`src/rtl/alu_mc_pkg.sv`:
```
// alu_mc_pkg: operation codes and FSM states shared by alu_mc and its iterative MUL/DIV unit.
package alu_mc_pkg;
    localparam logic [3:0] F_ADD  = 4'd0;
    localparam logic [3:0] F_SUB  = 4'd1;
    localparam logic [3:0] F_AND  = 4'd2;
    localparam logic [3:0] F_OR   = 4'd3;
    localparam logic [3:0] F_XOR  = 4'd4;
    localparam logic [3:0] F_LSL  = 4'd5;
    localparam logic [3:0] F_LSR  = 4'd6;
    localparam logic [3:0] F_NOT  = 4'd7;
    localparam logic [3:0] F_DIV  = 4'd8;
    localparam logic [3:0] F_MUL  = 4'd9;
    localparam logic [3:0] F_ROL  = 4'd10;
    localparam logic [3:0] F_ROR  = 4'd11;
    localparam logic [3:0] F_ASR  = 4'd12;
    localparam logic [3:0] F_BREV = 4'd13;
    typedef enum logic [1:0] {IDLE, BUSY, DONE} state_t;
endpackage

```
`src/rtl/alu_mc_iter.sv`:
```
// alu_mc_iter: shift-add multiplier / restoring divider, WIDTH steps with the first step taken on start.
// hi_nonzero reports upper product bits for MUL and divide-by-zero for DIV.
module alu_mc_iter import alu_mc_pkg::*; #(
    parameter int WIDTH = 16
) (
    input  logic             clk,
    input  logic             rst_n,
    input  logic             start,
    input  logic [3:0]       op,
    input  logic [WIDTH-1:0] a,
    input  logic [WIDTH-1:0] b,
    output logic             done,
    output logic [WIDTH-1:0] result,
    output logic             hi_nonzero
);
    localparam int CW = $clog2(WIDTH);
    logic [CW-1:0]    r_cnt;
    logic             r_div;
    logic [WIDTH-1:0] r_hi, r_lo, r_d;
    logic             w_div, w_ge;
    logic [WIDTH-1:0] w_hi, w_lo, w_d, w_diff;
    logic [WIDTH:0]   w_sum, w_trial;
    // On start the step operates on fresh operands so WIDTH steps fit in WIDTH cycles
    assign w_div   = start ? (op == F_DIV) : r_div;
    assign w_hi    = start ? '0 : r_hi;
    assign w_lo    = start ? b : r_lo;
    assign w_d     = start ? a : r_d;
    assign w_sum   = {1'b0, w_hi} + (w_lo[0] ? {1'b0, w_d} : '0);
    assign w_trial = {w_hi, w_lo[WIDTH-1]};
    assign w_ge    = w_trial >= {1'b0, w_d};
    assign w_diff  = w_trial[WIDTH-1:0] - w_d;
    always_ff @(posedge clk) begin
        if (!rst_n) begin
            r_cnt <= '0;
            r_div <= 1'b0;
            r_hi  <= '0;
            r_lo  <= '0;
            r_d   <= '0;
        end else if (start || r_cnt != '0) begin
            r_cnt <= start ? CW'(WIDTH - 1) : r_cnt - CW'(1);
            r_div <= w_div;
            r_d   <= w_d;
            r_hi  <= w_div ? (w_ge ? w_diff : w_trial[WIDTH-1:0]) : w_sum[WIDTH:1];
            r_lo  <= w_div ? {w_lo[WIDTH-2:0], w_ge} : {w_sum[0], w_lo[WIDTH-1:1]};
        end
    end
    assign done       = r_cnt == '0;
    assign result     = r_lo;
    assign hi_nonzero = r_div ? (r_d == '0) : |r_hi;
endmodule

```
`src/rtl/alu_mc.sv`:
```
// alu_mc: ALU with valid/ready handshake and registered result/flags.
// ALU_MC_ITER_EN selects the iterative MUL/DIV unit; otherwise MUL/DIV finish in one cycle.
module alu_mc import alu_mc_pkg::*; #(
    parameter int WIDTH = 16,
    parameter int SHW   = $clog2(WIDTH)
) (
    input  logic             clk,
    input  logic             rst_n,
    input  logic             in_valid,
    output logic             in_ready,
    input  logic [3:0]       alu_func,
    input  logic [WIDTH-1:0] alu_a,
    input  logic [WIDTH-1:0] alu_b,
    input  logic             cin,
    output logic             out_valid,
    input  logic             out_ready,
    output logic [WIDTH-1:0] alu_out,
    output logic             c,
    output logic             z,
    output logic             v,
    output logic             s,
    output logic             busy
);
    localparam int M = WIDTH - 1;
    state_t           r_state;
    logic [WIDTH-1:0] r_out;
    logic             r_c, r_z, r_v, r_s;
    logic [SHW-1:0]   w_sh;
    logic [WIDTH:0]   w_add, w_sub, w_lsl, w_lsr;
    logic [WIDTH-1:0] w_res, w_rol, w_ror, w_asr, w_brev, w_ires;
    logic             w_c, w_v, w_go_busy, w_done, w_hi_nz;
    assign w_sh   = alu_a[SHW-1:0];
    assign w_add  = {1'b0, alu_b} + {1'b0, alu_a} + {{WIDTH{1'b0}}, cin};
    assign w_sub  = {1'b0, alu_b} - {1'b0, alu_a} - {{WIDTH{1'b0}}, cin};
    assign w_lsl  = {1'b0, alu_b} << w_sh;
    assign w_lsr  = {alu_b, 1'b0} >> w_sh;
    assign w_rol  = (alu_b << w_sh) | (alu_b >> (WIDTH - int'(w_sh)));
    assign w_ror  = (alu_b >> w_sh) | (alu_b << (WIDTH - int'(w_sh)));
    assign w_asr  = $signed(alu_b) >>> w_sh;
    assign w_brev = {<<{alu_b}};
`ifdef ALU_MC_ITER_EN
    assign w_go_busy = alu_func == F_MUL || alu_func == F_DIV;
    alu_mc_iter #(.WIDTH(WIDTH)) u_iter (
        .clk        (clk),
        .rst_n      (rst_n),
        .start      (r_state == IDLE && in_valid && w_go_busy),
        .op         (alu_func),
        .a          (alu_a),
        .b          (alu_b),
        .done       (w_done),
        .result     (w_ires),
        .hi_nonzero (w_hi_nz)
    );
`else
    logic [2*WIDTH-1:0] w_prod;
    assign w_prod    = {{WIDTH{1'b0}}, alu_b} * {{WIDTH{1'b0}}, alu_a};
    assign w_go_busy = 1'b0;
    assign w_done    = 1'b0;
    assign w_ires    = '0;
    assign w_hi_nz   = 1'b0;
`endif
    always_comb begin
        w_res = '0;
        w_c   = 1'b0;
        w_v   = 1'b0;
        case (alu_func)
            F_ADD: begin
                {w_c, w_res} = w_add;
                w_v = (alu_a[M] == alu_b[M]) && (w_add[M] != alu_b[M]);
            end
            F_SUB: begin
                {w_c, w_res} = w_sub;
                w_v = (alu_a[M] != alu_b[M]) && (w_sub[M] != alu_b[M]);
            end
            F_AND:  w_res = alu_a & alu_b;
            F_OR:   w_res = alu_a | alu_b;
            F_XOR:  w_res = alu_a ^ alu_b;
            F_LSL:  {w_c, w_res} = w_lsl;
            F_LSR:  {w_res, w_c} = w_lsr;
            F_NOT:  w_res = ~alu_b;
`ifndef ALU_MC_ITER_EN
            F_DIV: begin
                w_res = (alu_a == '0) ? '1 : alu_b / alu_a;
                w_v   = alu_a == '0;
            end
            F_MUL: begin
                w_res = w_prod[WIDTH-1:0];
                w_v   = |w_prod[2*WIDTH-1:WIDTH];
            end
`endif
            F_ROL:  w_res = w_rol;
            F_ROR:  w_res = w_ror;
            F_ASR:  w_res = w_asr;
            F_BREV: w_res = w_brev;
            default: ;
        endcase
    end
    always_ff @(posedge clk) begin
        if (!rst_n) begin
            r_state <= IDLE;
            r_out   <= '0;
            r_c     <= 1'b0;
            r_z     <= 1'b0;
            r_v     <= 1'b0;
            r_s     <= 1'b0;
        end else begin
            case (r_state)
                IDLE: if (in_valid) begin
                    r_state <= w_go_busy ? BUSY : DONE;
                    r_out   <= w_res;
                    r_c     <= w_c;
                    r_v     <= w_v;
                    r_z     <= w_res == '0;
                    r_s     <= w_res[M];
                end
                BUSY: if (w_done) begin
                    r_state <= DONE;
                    r_out   <= w_ires;
                    r_c     <= 1'b0;
                    r_v     <= w_hi_nz;
                    r_z     <= w_ires == '0;
                    r_s     <= w_ires[M];
                end
                default: if (out_ready) r_state <= IDLE;
            endcase
        end
    end
    assign in_ready  = r_state == IDLE;
    assign out_valid = r_state == DONE;
    assign busy      = r_state == BUSY;
    assign alu_out   = r_out;
    assign c         = r_c;
    assign z         = r_z;
    assign v         = r_v;
    assign s         = r_s;
endmodule

```
`config.mk`:
```
export PLATFORM = sky130hd
export DESIGN_NAME = alu_mc
export DESIGN_NICKNAME = d
export VERILOG_FILES = /design/src/rtl/alu_mc_pkg.sv /design/src/rtl/alu_mc_iter.sv /design/src/rtl/alu_mc.sv
export SDC_FILE = /design/constraint.sdc
export NUM_CORES = 1
export LEC_CHECK = 0
export BUFFER_PORTS_ARGS = -buffer_cell sky130_fd_sc_hd__buf_2
export CAP_MARGIN = 0
export CORE_UTILIZATION = 35
export DETAILED_ROUTE_END_ITERATION = 12
export PLACE_DENSITY_LB_ADDON = 0.2
export SLEW_MARGIN = 20
export SYNTH_ARGS = -nofsm -noshare
export SYNTH_HDL_FRONTEND = slang
export SYNTH_HIERARCHICAL = 1
export SYNTH_SLANG_ARGS = --single-unit
```
`constraint.sdc`:
```
create_clock -name clk -period 43.2 [get_ports clk]
set_input_delay 6.48 -clock clk [delete_from_list [all_inputs] [get_ports clk]]
set_output_delay 6.48 -clock clk [all_outputs]
set_load 0.02 [all_outputs]
```
=== After elaboration in Yosys (flattened, before gate mapping) ===
Cells that the tools add are included.

* Add/subtract/negate cells: 5
* Multipliers: 1
* Div/mod/pow operators: 1
* Eq/ne operators: 20
* Shift operators: 7
* Mux-type cells: 7
* Bitwise operators: 7
* Reduce and logical (&&, ||, !) cells: 10

{| class="wikitable"
|+ Operators with widths
! cell !! number
|-
| 16-bit case mux with 14 select lines || 1
|-
| 16-bit bitwise OR || 3
|-
| 16-bit zero test || 2
|-
| 16-bit by 16-bit multiplier with 32-bit output || 1
|-
| 16-bit by 32-bit << shifter with 16-bit output || 1
|-
| 16-bit by 32-bit >> shifter with 16-bit output || 1
|-
| 4-bit == test (second input constant) || 6
|-
| 16-bit by 16-bit adder with 17-bit output || 1
|-
| 17-bit by 1-bit adder with 17-bit output || 1
|-
| 16-bit by 4-bit << shifter with 17-bit output || 1
|-
| 17-bit by 4-bit >> shifter with 17-bit output || 1
|-
| 16-bit by 16-bit subtractor with 17-bit output || 1
|-
| 17-bit by 1-bit subtractor with 17-bit output || 1
|-
| 16-bit AND || 1
|-
| 16-bit by 16-bit divider with 16-bit output || 1
|-
| 4-bit by 3-bit == test with 1-bit output (second input constant) || 4
|-
| 16-bit two-way mux || 1
|-
| 16-bit NOT || 1
|-
| 16-bit OR reduction || 1
|-
| 16-bit by 4-bit << shifter with 16-bit output || 1
|-
| 16-bit by 4-bit >> shifter with 16-bit output || 1
|-
| 16-bit by 4-bit >>> shifter with 16-bit output || 1
|-
| 16-bit XOR || 1
|-
| 4-bit by 2-bit == test with 1-bit output (second input constant) || 2
|-
| other kinds (17) || 22
|}

* Register bits after elaboration: 22
* Bits of input ports: 41
* Output and inout port bits: 23

=== Logic depth before layout (Yosys ltp) ===
Gate-level depths: netlist of the first run.

* Word-level depth: 5
* Mapped depth: 133
* Mapped depth without buffers: 127

=== Worst setup path before layout of the first run ===
OpenSTA, ideal clock, no wires.

* Kind: input-to-reg
* Start: input alu_a[1]
* End: register r_z (netlist: z)
* Arrival time: 33.003 ns
* Required time: 43.108 ns
* Path slack: 10.105 ns
* Cell stages on the path: 125
* Path buffers: 13
* Cell sequence: buf_2 clkinv_1 buf_2 buf_2 buf_1 ha_1 nor4b_1 nor2_1 o2111ai_1 nand2_1 ha_1 o211ai_1 a21oi_1 nand2_4 nand2_1 o21ai_0 ha_1 o21a_1 [89 not listed] ha_1 and4_1 nand4_1 o41ai_1 nand2b_1 clkbuf_1 mux2_2 ha_1 a21o_1 a2111oi_0 o21ai_0 o2111ai_1 a211oi_1 nor4_1 nand4_1 nor4_1 nand4_1 o32ai_1

* Word-level cells in the longest chain between the ends: 5
* Elaborated cells between the ends (all ways): 23
* Those cells by class: 5 x add/sub; 1 x mul; 1 x div; 7 x shift; 2 x mux; 5 x bitwise; 2 x reduce/logical

{| class="wikitable"
|+ Ends and longest elaborated chain
! what !! RTL line !! text
|-
| from (decl) || alu_mc.sv:12 || <nowiki>input logic [WIDTH-1:0] alu_a,</nowiki>
|-
| branches (longest 3 deep; another with 16-bit by 16-bit divider with 16-bit output) || - ||
|-
| 16-bit case mux with 14 select lines (*) || alu_mc.sv:66 || <nowiki>case (alu_func)</nowiki>
|-
| 16-bit zero test (*) || alu_mc.sv:113 || <nowiki>r_z <= w_res == '0;</nowiki>
|-
| to (signal assigned) || alu_mc.sv:103 || <nowiki>r_z <= 1'b0;</nowiki>
|-
| to (signal assigned) || alu_mc.sv:113 ||
|-
| to (signal assigned) || alu_mc.sv:121 || <nowiki>r_z <= w_ires == '0;</nowiki>
|-
| to (decl) || alu_mc.sv:27 || <nowiki>logic r_c, r_z, r_v, r_s;</nowiki>
|}

Mark *: on every way between the ends.
A chain may end at the register's enable or synchronous reset.

=== Final worst setup path of the first run ===
* Start: input alu_a[15]
* End: register r_z (netlist: z)

* Word-level cells in the longest chain between the ends: 4
* Elaborated cells between the ends (all ways): 13
* Those cells by class: 4 x add/sub; 1 x mul; 1 x div; 2 x mux; 3 x bitwise; 2 x reduce/logical

{| class="wikitable"
|+ Ends and longest elaborated chain
! what !! RTL line !! text
|-
| 16-bit by 16-bit divider with 16-bit output, or another cell as far along || alu_mc.sv:83 || <nowiki>w_res = (alu_a == '0) ? '1 : alu_b / alu_a;</nowiki>
|-
| 16-bit two-way mux, or another cell as far along || alu_mc.sv:83 ||
|-
| 16-bit case mux with 14 select lines (*) || alu_mc.sv:66 ||
|-
| 16-bit zero test (*) || alu_mc.sv:113 ||
|}

Every way passes the cells marked *; elsewhere a longest branch is shown, timed or not.

==> results of run 1 <==
## sequential cells by signal, summed over array words and instances (netlist names)
name,flops
c,1
r_state,1
v,1
z,1
alu_out,16
## through the flow
stage	cell area, µm²	power (mW)
2_1_floorplan	22500	0.885
5_1_grt	23800	1.46
4_1_cts	23800	1.32
3_3_place_gp	23700	1.29
6_report	23800	1.35
3_5_place_dp	23700	1.28
## where the power goes
group          internal (mW)  leakage [nW]  switching [mW]
clock network         0.0184        0.0511         0.00697
logic                  0.473          10.5           0.830
registers             0.0204         0.165         0.00129
total                  0.512          10.8           0.838
## layout make-up
class	count	share of cell area, %
multi-input combinational	2463	84.8
tap	846	4.45
timing repair buffer	121	3.17
clock buffer	3	0.315
antenna	3	0.0315
inverter	346	5.46
clock inverter	1	0.126
sequential	20	1.68
## critical path: cells and delay by family
family,cells,cell delay [ps]
muxes,3,1360
adders and majority gates,15,4960
AOI/OAI and AO/OA,68,20060
and+or+nand+nor,24,6420
buffers and inverters,4,520
## layer usage
layer	global-route usage, %	wire (µm)	vias up
met1	42.0	45100	11682
met2	51.3	47600	1292
met3	5.07	8860	292
met4	16.8	6580	10
li1	-	-	10519
met5	0	68	-
## worst paths after layout
path | start | endpoint | slack, ps | cells after the start
setup / recovery | alu_a[15] | z | 3450 | 114
setup reg to reg | r_state[1] | z | 40250 | 9
hold reg to reg | alu_out[13] | alu_out[13] | 500 | 2
hold / removal | alu_out[13] | alu_out[13] | 500 | 2
## cell usage in the layout (no fill, tap or decap), drive strengths merged, types with 32 or more instances in the layout
cell    instances
mux2i          57
nand2         219
nor2          390
fa            198
inv           341
o211ai         40
buf           121
o21a           42
a211oi         67
xor2           45
nand3          60
mux2           32
a21o           45
o21ai         125
a21oi         179
nor3           76
xnor2          50
ha            308
## kinds of logic after synthesis
kind of cell    count (synthesis)
fa+ha+maj                     506
buf+inv                       507
mux                           120
compound gates                756
simple gates                  985
other cells                     1
flops                          20
xor+xnor                       95
==> results_dict.tcl, run 1 <==
set metrics [dict create \
    status "finished clean" \
    n_fill_cell 6729 \
    synth_top_family_by_area "adder cells" \
    hold_class "reg2reg" \
    grt_pass1_wl_mm 158 \
    dpl_worst_slack_ps 3280 \
    cp_common_cell "ha_1" \
    insertion_delay_ps 250 \
    synthMostInstantiatedCell "nor2_1" \
    whs_ps 496 \
    yosys.area.top_type "fa_1" \
    yosysUniqueCellTypes 106 \
    place_inst 3796 \
    post_cts_buffers 0 \
    synth_top_area_share_pct 17.6 \
    yosys.area_share.simple_pct 20.6 \
    hpwl_mm 83.3 \
    nNetsFinal 3502 \
    die_w_um 255 \
    path_max_fanout 21 \
    slowest_stage "a41oi_1" \
    grt_use_total_pct 32.3 \
    cts_max_level 1 \
    cts_resized 0 \
    cts_tree "yes" \
    syn_to_final_growth_pct 5.83 \
    drtIter0Drc 2489 \
    portBuffers 62 \
    synthAdderAreaFrac_pct 34.8 \
    worst-endpoint-required_ps 43360 \
    instances_no_fill 3803 \
    ir_worst_vdd_mv 0.0513 \
    syn_area_um2 22500 \
    critical_path_class "in2reg" \
    maxCapViolCount 0 \
    yosys-top-cells-count "390 x nor2_1, 336 x inv_1, 308 x ha_1" \
    power_leakage_nw 10.8 \
    fin_util_pct 37.6 \
    synth.yosys.warnings 6 \
    clockBufferDepth 2 \
    final-max-slew-violation-count 0 \
    ys.flop_type "dfxtp_1" \
    antenna_found_initial 9 \
    synth.avg_cell_area_um2 7.52 \
    clock_sinks 20 \
    fin_tns_setup_ps 0 \
    drcViolationCount 0 \
    cts_buffers 3 \
    fmax_ghz 0.0252 \
    layout.area.seq_um2 400 \
    grt_pass1_vias 23706 \
    gp_congestion 1.03 \
    period_share_pct 92.0 \
    multiInputGateArea_um2 20200 \
    ys_top_cells_by_area "fa_1 18%, ha_1 17%, nor2_1 6.5%" \
    skew_ps 3.61 \
    synthXorXnorAreaFrac_pct 3.70 \
    power_density_nw_per_um2 56.7 \
    wl_per_cell_um 28.5 \
    critPathMaxStageDelay_ps 880 \
    coreArea_um2 63300 \
    ys_seq_area_share_pct 1.78 \
    first_pass_iters 6 \
    clock-root-buffer "clkbuf_16" \
    syn-instance-count 2990 \
    vias 23795 \
    synth_edf_count 0 \
    ios 64 \
    fp.dieH_um 255 \
    dieArea_um2 65300 \
    drive_above_1_share_pct 9.14 \
    setup_viol 0 \
    setup_slack_ps 3450 \
    syn_nets 3537 \
    worstMarginPinSlew_ps 1200 \
    slew_headroom_pct 17.6 \
    ant_nets 0 \
    min_period_ps 39750 \
    rsz0062_at_grt "no" \
    synth_compound_area_share_pct 23.1 \
    clk_pin_slew_ps 60 \
    endpoint_kind "flip-flop" \
    async_reset_ff_share_pct 0 \
    rows 92 \
    worstSetupStartpointType "input pin" \
    worst-endpoint-arrival_ps 39910 \
    grt_max_degree 49 \
    post_drt_via_cell_ratio 6.26 \
    hold_buffers 0 \
    start_util_pct 35.5 \
    ys_ff_latch 20 \
    hold_viol 0 \
    routed_wl_mm 108 \
    synthMuxAreaShare_pct 7.26 \
    grt_remaining_overflow 0 \
]
No activity file was read; power rests on OpenSTA's default activity.
==> inputs of run 2 (changes only) <==
--- a/config.mk
+++ b/config.mk
@@ -5,10 +5,10 @@
 export SDC_FILE = /design/constraint.sdc
 export NUM_CORES = 1
 export LEC_CHECK = 0
-export BUFFER_PORTS_ARGS = -buffer_cell sky130_fd_sc_hd__buf_2
 export CAP_MARGIN = 0
 export CORE_UTILIZATION = 35
 export DETAILED_ROUTE_END_ITERATION = 12
+export DONT_BUFFER_PORTS = 1
 export PLACE_DENSITY_LB_ADDON = 0.2
 export SLEW_MARGIN = 20
 export SYNTH_ARGS = -nofsm -noshare
==> results_dict.tcl, run 2 (synthesis gave the netlist of run 1 again) <==
set metrics [dict create \
    die_w_um 255 \
    ant_nets 0 \
    critical_path_class "in2reg" \
    fmax_ghz 0.0251 \
    worstSetupStartpointType "input pin" \
    rsz0062_at_grt "no" \
    maxCapViolCount 0 \
    insertion_delay_ps 260 \
    clock_sinks 20 \
    final-max-slew-violation-count 0 \
    hold_buffers 0 \
    gp_congestion 1.01 \
    whs_ps 594 \
    reg2reg_depth 9 \
    drive_above_1_share_pct 6.54 \
    dieArea_um2 65300 \
    worst-endpoint-arrival_ps 39930 \
    fp.dieH_um 255 \
    antenna_found_initial 1 \
    use_met2_pct 49.8 \
    portBuffers 0 \
    cp_common_cell "ha_1" \
    final_cell_mix "390 x nor2_1, 335 x inv_1, 308 x ha_1" \
    vias 23407 \
    power_density_nw_per_um2 55.2 \
    routed_wl_mm 103 \
    grt_busiest_layer "met2" \
    worst-endpoint-required_ps 43360 \
    fin_tns_setup_ps 0 \
    drcViolationCount 0 \
    grt_pass1_vias 23209 \
    ir_worst_vdd_mv 0.0648 \
    power_leakage_nw 10.4 \
    setup_viol 0 \
    cts_buffers 3 \
    ios 64 \
    slew_headroom_pct 20.2 \
    final_common_cell "nor2_1" \
    nNetsFinal 3421 \
    grt_max_degree 65 \
    instances_no_fill 3720 \
    clockBufferDepth 2 \
    min_period_ps 39770 \
    cts_max_level 1 \
    cts_resized 0 \
    skew_ps 3.06 \
    period_share_pct 92.1 \
    wl_per_cell_um 27.8 \
    post_cts_buffers 0 \
    slowest_stage "a41oi_1" \
    coreArea_um2 63300 \
    start_util_pct 35.5 \
    largest_register_ff_count 16 \
    path_max_fanout 21 \
    hold_viol 0 \
    post_drt_via_cell_ratio 6.29 \
    clock-root-buffer "clkbuf_16" \
    hold_class "reg2reg" \
    critPathMaxStageDelay_ps 870 \
    grt_remaining_overflow 0 \
    place_inst 3715 \
    drtIter0Drc 2465 \
    rows 92 \
    syn_to_final_growth_pct 3.76 \
    worstMarginPinSlew_ps 1190 \
    clk_pin_slew_ps 60 \
    status "finished clean" \
    grt_use_total_pct 30.8 \
    first_pass_iters 6 \
    hold_path_depth 2 \
    grt_use_met3_pct 4.37 \
    cts_tree "yes" \
    fin_util_pct 36.9 \
    use_met1_pct 41.1 \
    hpwl_mm 78.7 \
    grt_pass1_wl_mm 153 \
    endpoint_kind "flip-flop" \
]
run 2: report_power, final:
group	internal, mW	leakage (nW)	switching, mW
registers	0.0204	0.165	0.00417
clock network	0.0184	0.0511	0.00805
logic	0.461	10.2	0.775
total	0.500	10.4	0.787
run 2: layout make-up:
class                   count  area (µm²)
inverters                 346        1300
flip-flops and latches     20         400
fillers                  6670       40000
diodes                      1        2.50
well taps                 846        1060
multi-input cells        2463       20200
clock inverters             1        30.0
clock buffers               3        75.1
repair buffers             40         300
run 2: routing by layer:
metal	wire (µm)	vias to the layer above
met5	0	-
met2	46100	1230
met1	44000	11549
met3	8550	259
met4	4770	0
li1	-	10369
run 2: worst max-delay path, delay by kind of cell:
kind / cells / cell delay, ps
AO/OA/AOI/OAI: 67 / 20250
AND/OR/NAND/NOR: 22 / 6190
multiplexers: 4 / 1710
adder cells (fa/ha/maj): 15 / 4900
buffers and inverters: 3 / 260
run 2: stage by stage:
step                cell area [µm²]  setup WS (ps)  power [mW]
floorplan                     22500          10100       0.885
global placement              23200           3950        1.22
finish                        23300           3430        1.29
CTS                           23300           3620        1.26
global route                  23300           1070        1.40
detailed placement            23200           3510        1.22
run 2: final timing paths:
| path | from | endpoint | slack [ps] |
|---|---|---|---|
| setup / recovery | alu_a[10] | z | 3430 |
| hold / removal | alu_out[10] | alu_out[10] | 590 |
| setup reg to reg | r_state[1] | z | 40340 |
| hold reg to reg | alu_out[10] | alu_out[10] | 590 |
